<file path="config.mk">
export PLATFORM = sky130hd
export DESIGN_NAME = ph_fifo_n
export DESIGN_NICKNAME = d
export VERILOG_FILES = /design/src/rtl/tube_pkg.sv /design/src/rtl/ph_fifo_ctrl.sv /design/src/rtl/ph_fifo_n.sv
export SDC_FILE = /design/constraint.sdc
export NUM_CORES = 1
export LEC_CHECK = 0
export ABC_AREA = 1
export CORE_MARGIN = 2
export CORE_UTILIZATION = 55
export CTS_CLUSTER_SIZE = 16
export DETAILED_ROUTE_END_ITERATION = 7
export DONT_BUFFER_PORTS = 1
export GPL_ROUTABILITY_DRIVEN = 0
export PLACE_DENSITY = 0.76
export SLEW_MARGIN = 40
export SYNTH_ARGS = -nofsm -noshare
export SYNTH_HDL_FRONTEND = slang
export SYNTH_SLANG_ARGS = --single-unit
</file>
<file path="constraint.sdc">
create_clock -name h_phi2 -period 4.13 [get_ports h_phi2]
set_clock_uncertainty 0.2 [all_clocks]
set_input_delay 0.826 -clock h_phi2 [delete_from_list [all_inputs] [get_ports h_phi2]]
set_output_delay 0.826 -clock h_phi2 [all_outputs]
set_load 0.1 [all_outputs]
</file>
<file path="src/rtl/tube_pkg.sv">
// Shared encodings, defaults and sizing helper for the Tube parasite-to-host FIFO.
// The optional overrun flag is enabled with the PH_FIFO_ERR_EN macro.
package tube_pkg;

    typedef enum logic {
        MODE_BLOCK    = 1'b0,
        MODE_ONE_BYTE = 1'b1
    } tube_mode_e;

    localparam logic [7:0] RST_DATA_DEF = 8'hAA;

    // Bits needed to hold values 0..n-1, never less than one bit.
    function automatic int clog2(input int n);
        int r;
        r = 0;
        while ((1 << r) < n) r++;
        return (r < 1) ? 1 : r;
    endfunction

endpackage

</file>
<file path="src/rtl/ph_fifo_ctrl.sv">
// Pointer, occupancy and hysteresis flag control for ph_fifo_n.
// p_full and h_data_available are the same flag: one-byte mode uses count!=0, block mode uses blk_q.
module ph_fifo_ctrl
    import tube_pkg::*;
#(
    parameter int DEPTH       = 2,
    parameter int RST_PRELOAD = 1,
    parameter int PTR_W       = clog2(DEPTH),
    parameter int CNT_W       = clog2(DEPTH + 1)
) (
    input  logic             clk_i,
    input  logic             rst_i,
    input  logic             one_byte_mode_i,
    input  logic             p_wr_i,
    input  logic             h_rd_i,
    output logic             wr_en_o,
    output logic [PTR_W-1:0] wr_ptr_o,
    output logic [PTR_W-1:0] rd_ptr_o,
    output logic             flag_o,
    output logic             empty_o
);

    logic [PTR_W-1:0] wr_ptr_q, wr_ptr_d;
    logic [PTR_W-1:0] rd_ptr_q, rd_ptr_d;
    logic [CNT_W-1:0] count_q, count_d;
    logic             blk_q, blk_d;
    logic             one_byte;
    logic             wr_acc, rd_acc;

    function automatic logic [PTR_W-1:0] ptr_inc(input logic [PTR_W-1:0] p);
        return (p == PTR_W'(DEPTH - 1)) ? '0 : p + 1'b1;
    endfunction

    assign one_byte = (one_byte_mode_i == MODE_ONE_BYTE);
    assign flag_o   = one_byte ? (count_q != '0) : blk_q;
    assign empty_o  = (count_q == '0);
    assign wr_acc   = p_wr_i & ~flag_o;
    assign rd_acc   = h_rd_i & flag_o;
    assign wr_en_o  = wr_acc;
    assign wr_ptr_o = wr_ptr_q;
    assign rd_ptr_o = rd_ptr_q;

    always_comb begin
        wr_ptr_d = wr_ptr_q;
        rd_ptr_d = rd_ptr_q;
        blk_d    = blk_q;
        if (wr_acc) wr_ptr_d = ptr_inc(wr_ptr_q);
        if (rd_acc) rd_ptr_d = ptr_inc(rd_ptr_q);
        count_d = count_q + CNT_W'(wr_acc) - CNT_W'(rd_acc);
        // Block mode: raise only when full, drop only when fully drained.
        if (one_byte)                         blk_d = 1'b0;
        else if (count_d == CNT_W'(DEPTH))    blk_d = 1'b1;
        else if (count_d == '0)               blk_d = 1'b0;
    end

    always_ff @(posedge clk_i or posedge rst_i) begin
        if (rst_i) begin
            wr_ptr_q <= PTR_W'(RST_PRELOAD % DEPTH);
            rd_ptr_q <= '0;
            count_q  <= CNT_W'(RST_PRELOAD);
            blk_q    <= 1'b0;
        end else begin
            wr_ptr_q <= wr_ptr_d;
            rd_ptr_q <= rd_ptr_d;
            count_q  <= count_d;
            blk_q    <= blk_d;
        end
    end

endmodule

</file>
<file path="src/rtl/ph_fifo_n.sv">
// Parasite-to-host block-transfer FIFO for Tube register 3: DEPTH x WIDTH, first-word-fall-through.
// Define PH_FIFO_ERR_EN to add the sticky p_overrun flag and its p_overrun_clr input.
module ph_fifo_n
    import tube_pkg::*;
#(
    parameter int               WIDTH       = 8,
    parameter int               DEPTH       = 2,
    parameter int               RST_PRELOAD = 1,
    parameter logic [WIDTH-1:0] RST_DATA    = WIDTH'(RST_DATA_DEF)
) (
    input  logic             h_phi2,
    input  logic             h_rst,
    input  logic             one_byte_mode,
    input  logic             p_wr,
    input  logic [WIDTH-1:0] p_data,
    output logic             p_full,
    input  logic             h_rd,
    output logic [WIDTH-1:0] h_data,
    output logic             h_data_available,
`ifdef PH_FIFO_ERR_EN
    output logic             p_overrun,
    input  logic             p_overrun_clr,
`endif
    output logic             h_zero_bytes_available
);

    localparam int PTR_W = clog2(DEPTH);

    logic [WIDTH-1:0] mem_q [DEPTH];
    logic [PTR_W-1:0] wr_ptr, rd_ptr;
    logic             wr_en;
    logic             flag;

    ph_fifo_ctrl #(
        .DEPTH       (DEPTH),
        .RST_PRELOAD (RST_PRELOAD)
    ) u_ctrl (
        .clk_i           (h_phi2),
        .rst_i           (h_rst),
        .one_byte_mode_i (one_byte_mode),
        .p_wr_i          (p_wr),
        .h_rd_i          (h_rd),
        .wr_en_o         (wr_en),
        .wr_ptr_o        (wr_ptr),
        .rd_ptr_o        (rd_ptr),
        .flag_o          (flag),
        .empty_o         (h_zero_bytes_available)
    );

    // Entry 0 comes out of reset holding RST_DATA so a preloaded entry reads back correctly.
    for (genvar g = 0; g < DEPTH; g++) begin : g_mem
        always_ff @(posedge h_phi2 or posedge h_rst) begin
            if (h_rst)
                mem_q[g] <= (g == 0) ? RST_DATA : '0;
            else if (wr_en && (wr_ptr == PTR_W'(g)))
                mem_q[g] <= p_data;
        end
    end

    assign h_data           = mem_q[rd_ptr];
    assign p_full           = flag;
    assign h_data_available = flag;

`ifdef PH_FIFO_ERR_EN
    logic ovr_q;

    always_ff @(posedge h_phi2 or posedge h_rst) begin
        if (h_rst)              ovr_q <= 1'b0;
        else if (p_overrun_clr) ovr_q <= 1'b0;
        else if (p_wr && flag)  ovr_q <= 1'b1;
    end

    assign p_overrun = ovr_q;
`endif

endmodule

</file>
==> impl_metrics.tcl <==
set metrics [dict create \
    tightest_slew_ns 0.713 \
    crit_fanout 20 \
    synth-seq-cells 21 \
    routed_wl_microns 2040 \
    setup_viol_count_final 0 \
    seq_area_frac_synth 0.486 \
    rsz0062_at_grt "no" \
    synthFlopType "dfrtp_1" \
    path_clk_slew_ns 0.12 \
    drt_first_pass_iters 4 \
    worst_setup_path_end_kind "output port" \
    num_antenna_cells 0 \
    clock_sinks 21 \
    critPathKind "register to output port" \
    drt-wirelength-per-cell_microns 12.9 \
    cts_setup_buffers 0 \
    htreeDepth 1 \
    post_synth_most_frequent_cells "65 x nand2_1, 16 x nand4_1, 15 x dfrtp_1" \
    post-route-util 0.583 \
    tns_ns 0 \
    synthTopCellsByArea "dfrtp_1 34%, nand2_1 22%, dfstp_2 14%" \
    tritoncts "built" \
    cts_made_buffers 3 \
    antenna_found_initial 0 \
    track_usage 0.198 \
    die_x_microns 48.7 \
    drive_gt1_frac 0.206 \
    synth_area_per_cell_sq_um 8.19 \
    synth_fp_nets 149 \
    post_cts_resized 0 \
    cts.path.max_buffers 2 \
    r2r.worst_path.cells 13 \
    core_sq_um 1920 \
    clk_latency_ns 0.31 \
    grt_pass1_wl_microns 3560 \
    min-delay-path-class "input pin to asynchronous set/reset pin" \
    drt_iter0_markers 19 \
    yosysTopAreaCell "dfrtp_1" \
    num_rows 16 \
    dp_hpwl_microns 1460 \
    initial_utilization 0.571 \
    synth_top_area_frac 0.342 \
    grt_max_degree 22 \
    status "finished, final reports clean" \
    ys_warn_count 0 \
    synthMostInstantiatedCell "nand2_1" \
    async_reset_ff_frac 1.00 \
    synth_edf_count 0 \
    num_vias 836 \
    die_h_microns 48.7 \
    grt_pass1_vias 771 \
    cap_viol_max_count 0 \
    finalHoldViolCount 0 \
    drtAntennaViolNets 0 \
    syn2layout_area_growth_pct 2.05 \
    arrival_ns 1.95 \
    synth_cell_types 21 \
    hold_buffers 0 \
    grt_remaining_overflow 0 \
    dieArea_sq_um 2370 \
    ios 24 \
    viasPerCell 5.29 \
    syn-instance-count 134 \
    synth_area_sq_um 1100 \
    portBuffers 0 \
    drcViolationCount 0 \
    max_freq_ghz 0.336 \
    period_share 0.720 \
    slew_viol_final 0 \
    clockRootBuffer "clkbuf_4" \
    nNetsFinal 147 \
    required_ns 3.10 \
    cp-start-kind "register" \
    period_minus_slack_ns 2.97 \
    relSlewSlack 0.522 \
]
through the flow:
step | setup slack, ns | cells | hold slack [ns] | cell area, sq um
after floorplan | 1.10 | 134 | 0.242 | 1100
after global placement | 1.29 | 154 | 0.251 | 1070
after detailed placement | 1.47 | 154 | 0.253 | 1090
after CTS | 1.15 | 158 | 0.272 | 1120
after global routing | 1.06 | 158 | 0.242 | 1120
final | 1.16 | 158 | 0.208 | 1120
cell usage in the layout, fill, tap and decap left out:
cell type / instances
nand2_2: 9
inv_1: 8
xor2_1: 1
a21oi_1: 1
dfstp_2: 6
inv_2: 3
nand3_4: 1
o21ai_0: 1
nand3_1: 2
clkinv_2: 1
clkbuf_4: 3
ha_1: 2
nand2_4: 1
nand2_1: 57
dfrtp_1: 15
nand4_1: 16
inv_4: 1
nor2_4: 1
nand3_2: 1
clkinv_1: 1
state kept, by name (all words and copies together), names as in the netlist:
register	flops
u_ctrl.count_q	2
u_ctrl.blk_q	1
u_ctrl.rd_ptr_o	1
mem_q	16
u_ctrl.wr_ptr_o	1
routing by layer:
| layer | part of all wire | track usage |
|---|---|---|
| met5 | 0 | 0 |
| met4 | 0.017 | 0.0714 |
| met2 | 0.47 | 0.308 |
| met3 | 0.074 | 0.0586 |
| met1 | 0.44 | 0.263 |
path summary, 6_finish.rpt:
path / start / end / slack (ns)
worst min register to register: mem_q[9]$_DFFE_PP1P_ / mem_q[9]$_DFFE_PP1P_ / 0.27
max in group asynchronous: h_rst / mem_q[11]$_DFFE_PP1P_ / 3.15
worst max-delay path: u_ctrl.count_q[1]$_DFF_PP0_ / p_full / 1.16
min in group h_phi2: mem_q[9]$_DFFE_PP1P_ / mem_q[9]$_DFFE_PP1P_ / 0.27
worst max register to register: u_ctrl.count_q[1]$_DFF_PP0_ / u_ctrl.blk_q$_DFFE_PP0P_ / 1.46
worst min-delay path: h_rst / mem_q[0]$_DFFE_PP0P_ / 0.21
critical path, stage by stage, from the launching register on:
cell and delay (ns):
dfrtp_1 0.44, nor2_4 0.52, nand2_2 0.15, nand2_4 0.25
inv_4 0.27
logic make-up after synthesis:
group	Yosys count	share of synthesized area
xor gates and xnor gates	1	0.00798
AOI/OAI and AO/OA	2	0.00911
and+or+nand+nor	88	0.374
buffers and inverters	20	0.100
DFF	21	0.486
adders and majority gates	2	0.0228
cell type report:
cell class	instances	area, sq um
Tap cell	27	33.8
Inverter	13	51.3
Sequential cell	21	533
Clock buffer	3	22.5
Fill cell	194	802
Clock inverter	1	5.00
Multi-Input combinational cell	93	474
Power is not shown: default switching activity piles up to over one toggle a cycle in this logic, so the estimate is an artifact.
